**src/rtl/brv32p_pkg.sv**
```systemverilog
// Shared types for the cache memory-port arbiter.
//   arb_state_e : arbiter FSM states.
//   arb_req_e   : identifies a requester; used to remember the last grant
//                 so that contention alternates between the caches.
package brv32p_pkg;

  typedef enum logic [1:0] {
    S_IDLE   = 2'd0,
    S_GNT_IC = 2'd1,
    S_GNT_DC = 2'd2
  } arb_state_e;

  typedef enum logic {
    ARB_REQ_IC = 1'b0,
    ARB_REQ_DC = 1'b1
  } arb_req_e;

endpackage

```
**src/rtl/cache_mem_arbiter.sv**
```systemverilog
// cache_mem_arbiter
// Round-robin arbiter sharing one word-at-a-time memory port between the
// icache fill engine and the dcache fill/write engine. A grant is held for
// as long as the owner keeps its request high, so line fills never
// interleave.
// Ports:
//   clk, rst_n                  clock, asynchronous active-low reset
//   ic_mem_*                    icache read side (addr/rd in, rdata/valid out)
//   dc_mem_*                    dcache read/write side
//   mem_*                       downstream port toward the AXI4-Lite bridge
//   grant_ic, grant_dc          current port owner
//   beat_cnt                    beats completed in the current grant
//   err_overrun, err_spurious   sticky protocol error flags
module cache_mem_arbiter
  import brv32p_pkg::*;
#(
  parameter int unsigned LINE_WORDS = 4,
  parameter int unsigned BEAT_W     = 3
) (
  input  logic              clk,
  input  logic              rst_n,
  input  logic [31:0]       ic_mem_addr,
  input  logic              ic_mem_rd,
  output logic [31:0]       ic_mem_rdata,
  output logic              ic_mem_valid,
  input  logic [31:0]       dc_mem_addr,
  input  logic              dc_mem_rd,
  input  logic              dc_mem_wr,
  input  logic [31:0]       dc_mem_wdata,
  input  logic [3:0]        dc_mem_wstrb,
  output logic [31:0]       dc_mem_rdata,
  output logic              dc_mem_valid,
  output logic [31:0]       mem_addr,
  output logic              mem_rd,
  output logic              mem_wr,
  output logic [31:0]       mem_wdata,
  output logic [3:0]        mem_wstrb,
  input  logic [31:0]       mem_rdata,
  input  logic              mem_valid,
  output logic              grant_ic,
  output logic              grant_dc,
  output logic [BEAT_W-1:0] beat_cnt,
  output logic              err_overrun,
  output logic              err_spurious
);

  arb_state_e state, state_next;
  arb_req_e   last_gnt;
  logic       ic_req, dc_req;
  logic       grant_entry;

  assign ic_req = ic_mem_rd;
  assign dc_req = dc_mem_rd | dc_mem_wr;

  // State register plus grant bookkeeping and sticky error flags.
  always_ff @(posedge clk or negedge rst_n) begin
    if (!rst_n) begin
      state        <= S_IDLE;
      last_gnt     <= ARB_REQ_DC;
      beat_cnt     <= '0;
      err_overrun  <= 1'b0;
      err_spurious <= 1'b0;
    end else begin
      state <= state_next;

      if (grant_entry) begin
        beat_cnt <= '0;
      end else if (mem_valid && (state != S_IDLE) && (beat_cnt != '1)) begin
        beat_cnt <= beat_cnt + 1'b1;
      end

      if (state_next == S_GNT_IC && state != S_GNT_IC) begin
        last_gnt <= ARB_REQ_IC;
      end else if (state_next == S_GNT_DC && state != S_GNT_DC) begin
        last_gnt <= ARB_REQ_DC;
      end

      if (mem_valid && (state != S_IDLE) && (beat_cnt == BEAT_W'(LINE_WORDS))) begin
        err_overrun <= 1'b1;
      end
      if (mem_valid && (state == S_IDLE)) begin
        err_spurious <= 1'b1;
      end
    end
  end

  // Next-state: a dropped request hands the port straight to a pending
  // other requester, which gives the single dead cycle between grants.
  always_comb begin
    state_next = state;
    unique case (state)
      S_IDLE: begin
        if (ic_req && dc_req) begin
          state_next = (last_gnt == ARB_REQ_DC) ? S_GNT_IC : S_GNT_DC;
        end else if (ic_req) begin
          state_next = S_GNT_IC;
        end else if (dc_req) begin
          state_next = S_GNT_DC;
        end
      end
      S_GNT_IC: begin
        if (!ic_req) state_next = dc_req ? S_GNT_DC : S_IDLE;
      end
      S_GNT_DC: begin
        if (!dc_req) state_next = ic_req ? S_GNT_IC : S_IDLE;
      end
      default: state_next = S_IDLE;
    endcase
    grant_entry = (state_next != state) && (state_next != S_IDLE);
  end

  // Output decode and downstream mux.
  always_comb begin
    mem_addr     = '0;
    mem_rd       = 1'b0;
    mem_wr       = 1'b0;
    mem_wdata    = '0;
    mem_wstrb    = '0;
    grant_ic     = (state == S_GNT_IC);
    grant_dc     = (state == S_GNT_DC);
    ic_mem_rdata = mem_rdata;
    dc_mem_rdata = mem_rdata;
    ic_mem_valid = mem_valid & grant_ic;
    dc_mem_valid = mem_valid & grant_dc;
    unique case (state)
      S_GNT_IC: begin
        mem_addr = ic_mem_addr;
        mem_rd   = ic_mem_rd;
      end
      S_GNT_DC: begin
        mem_addr  = dc_mem_addr;
        // an illegal simultaneous read+write resolves to the write
        mem_rd    = dc_mem_rd & ~dc_mem_wr;
        mem_wr    = dc_mem_wr;
        mem_wdata = dc_mem_wdata;
        mem_wstrb = dc_mem_wstrb;
      end
      default: ;
    endcase
  end

endmodule

```
**config.mk**
```make
export PLATFORM = sky130hd
export DESIGN_NAME = cache_mem_arbiter
export DESIGN_NICKNAME = d
export VERILOG_FILES = /design/src/rtl/brv32p_pkg.sv /design/src/rtl/cache_mem_arbiter.sv
export SDC_FILE = /design/constraint.sdc
export NUM_CORES = 1
export LEC_CHECK = 0
export CAP_MARGIN = 20
export CORE_AREA = 2 2 109 111
export DETAILED_ROUTE_END_ITERATION = 10
export DIE_AREA = 0 0 111 113
export GPL_ROUTABILITY_DRIVEN = 0
export PLACE_DENSITY = 0.61
export SLEW_MARGIN = 0
export SYNTH_ARGS = -nofsm -noshare
export SYNTH_HDL_FRONTEND = slang
export SYNTH_SLANG_ARGS = --single-unit
export TNS_END_PERCENT = 30
```
**constraint.sdc**
```tcl
create_clock -name clk -period 1.94 [get_ports clk]
set_input_delay 0.291 -clock clk [delete_from_list [all_inputs] [get_ports clk]]
set_output_delay 0.291 -clock clk [all_outputs]
set_load 0.02 [all_outputs]
```
# After elaboration in Yosys (flattened, before gate mapping)
# Index checks and enable logic that the tools add are counted.
dict set report classes {
  addsub 1
  multipliers 0
  div 0
  n_lt_le_gt_ge 0
  n_eq_ne 9
  n_shift 0
  mux 18
  n_bitwise 5
  n_reduce_logical 13
}
# op count
set ops {}
lappend ops {{one-hot mux 32 bit (2 select lines)} 1}
lappend ops {{2-to-1 mux 32 bit} 1}
lappend ops {{2-to-1 mux 2 bit} 7}
lappend ops {{logical AND 1 bit} 8}
lappend ops {{nonzero test 2 bit} 4}
lappend ops {{2-to-1 mux 3 bit} 2}
lappend ops {{one-hot mux 2 bit (3 select lines)} 1}
lappend ops {{equality test 2 x 1 -> 1 bit, second input constant} 2}
lappend ops {{equality test 2 bit, second input constant} 2}
lappend ops {{2-to-1 mux 1 bit} 4}
lappend ops {{2-to-1 mux 4 bit} 1}
lappend ops {{adder 3 x 1 -> 3 bit, second input constant} 1}
lappend ops {{AND 1 bit} 3}
lappend ops {{equality test 3 bit, second input constant} 1}
lappend ops {{inequality test 3 bit, second input constant} 1}
lappend ops {{zero test 2 bit} 1}
lappend ops {{inequality test 2 x 1 -> 1 bit, second input constant} 1}
lappend ops {{inequality test 2 bit} 1}
lappend ops {{inequality test 2 bit, second input constant} 1}
lappend ops {{one-hot mux 1 bit (2 select lines)} 1}
lappend ops {{NOT 1 bit} 1}
lappend ops {{OR 1 bit} 1}
dict set report totals {
  regBits 8
  latch_bits 0
  ram_bits 0
  rom_bits 0
  inputBits 138
  out_inout_bits 143
  wordCells 51
  n_memories 0
}

# Longest topological paths before layout
dict set report logic_depth {
  word_depth 9
  mapped_depth 8
  depth_no_buf 7
}

# Worst setup path before layout
# Ideal clock, no wire load.
dict set report synth_timing {
  kind {reg-to-output}
  start {register state[0]}
  end {output mem_rd}
  arrival_time_ps 1913
  required_time_ps 1649
  path_slack_ps -264
  path_stages_with_launch 7
  path_cell_list {dfrtp_1 -> inv_1 -> ha_1 -> buf_2 -> clkbuf_1 -> nand3b_1 -> a21boi_0}
}
dict set report synth_via {
  elab_chain_cells 2
  word_cells_on_any_way 3
}
# element line
set synth_lines {}
lappend synth_lines {{from (decl)} cache_mem_arbiter.sv:47} ;# arb_state_e state, state_next;
lappend synth_lines {{from (signal assigned)} cache_mem_arbiter.sv:64} ;# state <= state_next;
lappend synth_lines {{equality test 2 bit} --}
lappend synth_lines {{via grant_dc} cache_mem_arbiter.sv:41} ;# output logic grant_dc,
lappend synth_lines {{one-hot mux 1 bit (2 select lines)} cache_mem_arbiter.sv:125} ;# unique case (state)
lappend synth_lines {{to (decl)} cache_mem_arbiter.sv:34} ;# output logic mem_rd,
# The timed path passes the listed nets, and every way through them passes these cells.

# Final worst setup path
dict set report layout_timing {
  start {register state[0]}
  end {register beat_cnt[0]}
}
dict set report layout_via {
  elab_chain_cells 7
  word_cells_on_any_way 17
}
# element line
set layout_lines {}
lappend layout_lines {{2-to-1 mux 2 bit} cache_mem_arbiter.sv:97} ;# end else if (dc_req) begin
lappend layout_lines {{2-to-1 mux 2 bit} cache_mem_arbiter.sv:95} ;# end else if (ic_req) begin
lappend layout_lines {{2-to-1 mux 2 bit} cache_mem_arbiter.sv:93} ;# if (ic_req && dc_req) begin
lappend layout_lines {{one-hot mux 2 bit (3 select lines)} cache_mem_arbiter.sv:91} ;# unique case (state)
lappend layout_lines {{inequality test 2 bit or nonzero test 2 bit (tied branches)} cache_mem_arbiter.sv:109} ;# grant_entry = (state_next != state) && (state_next != S_IDLE);
lappend layout_lines {{logical AND 1 bit} cache_mem_arbiter.sv:109}
lappend layout_lines {{2-to-1 mux 3 bit or nonzero test 2 bit (tied branches)} --}
lappend layout_lines {{to (signal assigned)} cache_mem_arbiter.sv:69} ;# beat_cnt <= beat_cnt + 1'b1;
lappend layout_lines {{to (decl)} cache_mem_arbiter.sv:42} ;# output logic [BEAT_W-1:0] beat_cnt,
# Several ways; a longest one is shown, not always the timed one.
# A chain may end at the register's enable or synchronous reset.

==> results.ini <==
[status]
status=finished, final reports clean

[sta]
tightestPinTransition_ns=0.383
min_period_ns=1.93
hold_viol=0
period_share_pct=99.6
fmax_mhz=518
setup_violations=0
finalClockSkew_ns=0.000781
relSlewSlack_pct=74.4
whs_ns=0.351
finalMaxSlewViolations=0
rsz0062_at_grt=true

[floorplan]
pin_count=281
core_mm2=0.0113
row_count=39
dieHeight_um=113
die_area_mm2=0.0125
die_w_um=111
start_util_pct=16.0

[synth]
synth-warning-count=0
synth_cell_types=36
synth_edf_count=0
syn-instance-count=239
synth_top_area_share_pct=26.6
synth-main-ff-cell=dfrtp_1
synth_area_leaders=buf_4 (27%), a22oi_1 (13%), and2_1 (13%), nor2b_1 (11%), dfrtp_1 (9.7%)
synth_seq_cells=8
yosysTopAreaCell=buf_4
avgSynthCellArea_um2=7.54
syn-num-nets=384
ys_seq_area_share_pct=11.2
syn_area_mm2=0.00180
async_flop_share_pct=100

[setup_path]
arrival_ns=2.03
required_ns=2.04
crit_chain=inv_2, ha_4, clkbuf_16, buf_4, nand2b_1, a221o_1, a211oi_2, nor3_1
end_kind=flip-flop
rr_endpoint=beat_cnt[0]
cp.buffers_inverters=3
path_max_fanout=19
cpLargestDelayFamily=compound AO/OA/AOI/OAI gates
critical_path_depth=8
endpoint=beat_cnt[0]
critPathLaunch=state[0]
crit_path_max_incr_delay_ns=0.37
reg2reg_depth=8
worst_setup_path_start_kind=flip-flop
r2r_start=state[0]
rrSetupSlack_ns=0.008
worstSetupPathType=flip-flop to flip-flop
worst_path_max_delay_cell=dfrtp_1

[power_and_ir_drop]
switching_power_mw=2.19
p_sw_share_pct=46.9
pwr-share-clk_pct=7.6
p_per_area_mw_per_mm2=1300
seqPwrFrac_pct=6.3
power_mw=4.66
combPwrFrac_pct=86.1
p_leak_nw=1.47
p_int_mw=2.48
irDropWorstVdd_mv=0.399

[detailed_routing]
initialDrtViolationCount=83
drc=0
finalWirelength_um=8370
vias=2129
viasPerCell=4.13
antenna_left=0
drt_first_pass_iters=4
routedWlPerCell_um=16.2

[grt]
grt_usage_pct=11.8
antenna_found_initial=0
grt_max_degree=40
grt-ovfl-total=0
grt_pass1_vias=2215
grt_pass1_wl_um=12100

[clock_network]
cts_root_buffer=clkbuf_16
clock_latency_ns=0.23
cts_tree=done
numCtsBuffers=3
htree_levels=1
clk_path_buf_depth=2
ctsHoldBuffers=0
cts_sinks=8
cts_setup_buffers=0
path_clk_slew_ns=0.04

[job]
maxCapViolations=0

[layout]
fin_cells=516
fillers=1207
drive_gt1_share_pct=38.9
area_growth_pct=98.5
nets=519
antennaDiodeCount=0

[place]
hpwlAfterDp_um=6690
port_buffers=184
placed_cells=510

[min_path]
holdCritPathClass=input port to async pin

[logic make-up after synthesis]
group | Yosys count | share of synthesized area, %
adders and majority gates | 7 | 4.86
xor gates and xnor gates | 1 | 0.486
DFF | 8 | 11.2
and+or+nand+nor | 89 | 30.1
muxes | 2 | 1.39
AOI/OAI and AO/OA | 48 | 21.1
buffers and inverters | 84 | 30.9
[worst min path at each step]
stage,end,cells past startpoint
final,err_spurious,1
after global routing,err_overrun,1
after CTS,err_overrun,1
after detailed placement,err_spurious,1
after global placement,err_spurious,1
after floorplan,beat_cnt[0],0
[placed cells by master, fill, tap and decap left out, drive strengths merged, types with 4 or more instances in the layout]
master | synthesis | layout
dfrtp | 7 | 7
a22oi | 32 | 32
nor2b | 32 | 32
inv | 5 | 5
and2 | 39 | 39
nor3 | 4 | 4
buf | 65 | 52
nor2 | 6 | 6
clkdlybuf4s50 | 0 | 110
ha | 7 | 7
clkdlybuf4s15 | 0 | 26
clkbuf | 14 | 24
[layout make-up]
| class | instances | area [um^2] | share of cell area (%) |
|---|---|---|---|
| repair buffers | 209 | 1900 | 53.2 |
| well taps | 143 | 179 | 5.00 |
| multi-input cells | 147 | 1200 | 33.5 |
| clock buffers | 4 | 78.8 | 2.20 |
| inverters | 5 | 18.8 | 0.524 |
| flip-flops and latches | 8 | 201 | 5.63 |
[metal layers]
| metal | GRT usage (%) | routed length, um | up-vias |
|---|---|---|---|
| met5 | 0 | 0 | - |
| met4 | 2.50 | 153 | 0 |
| met3 | 3.16 | 702 | 29 |
| met2 | 22.6 | 4410 | 121 |
| met1 | 13.2 | 3110 | 963 |
| li1 | - | - | 1016 |
[through the flow]
stage | instance area [um^2] | TNS (ns) | worst slack (ns) | utilization [%]
floorplan | 1890 | -1.39 | -0.0513 | -
global placement | 3580 | -5.46 | -0.181 | 31.7
detailed placement | 3580 | -7.05 | -0.187 | 31.7
CTS | 3690 | -0.748 | -0.0501 | 32.7
global route | 3580 | -1.01 | -0.0884 | 31.8
finish | 3580 | 0 | 0.00790 | 31.8
[Yosys cell counts (2+ instances only)]
library cell,count
a22oi_1,32
nand2_1,2
nand2b_1,2
nor2b_1,32
buf_4,64
dfrtp_1,7
ha_1,7
clkbuf_1,14
o21a_1,2
a21oi_1,3
and2_1,38
nor2_1,6
inv_1,5
nor3_1,3
[sequential cells by signal (all words and copies together), names as in the netlist]
| register | count |
|---|---|
| state | 2 |
| beat_cnt | 3 |
| last_gnt | 1 |
| err_spurious | 1 |
| err_overrun | 1 |
[what timing repair did]
action	4_1_cts	5_1_grt
pin swaps	1	0
gates cloned	0	2
endpoints found under the setup margin	77	59
resized for setup	184	76
hold endpoints to repair	0	0
[power groups by stage]
| stage | Clock [mW] | Sequential (mW) | Combinational (mW) |
|---|---|---|---|
| final | 0.353 | 0.293 | 4.02 |
| after global routing | 0.367 | 0.302 | 4.33 |
| after CTS | 0.359 | 0.293 | 3.98 |
| after detailed placement | 0 | 0.288 | 4.15 |
| after global placement | 0 | 0.287 | 4.12 |
| after floorplan | 0 | 0.321 | 2.35 |
No activity file was read; power rests on OpenSTA's default activity.
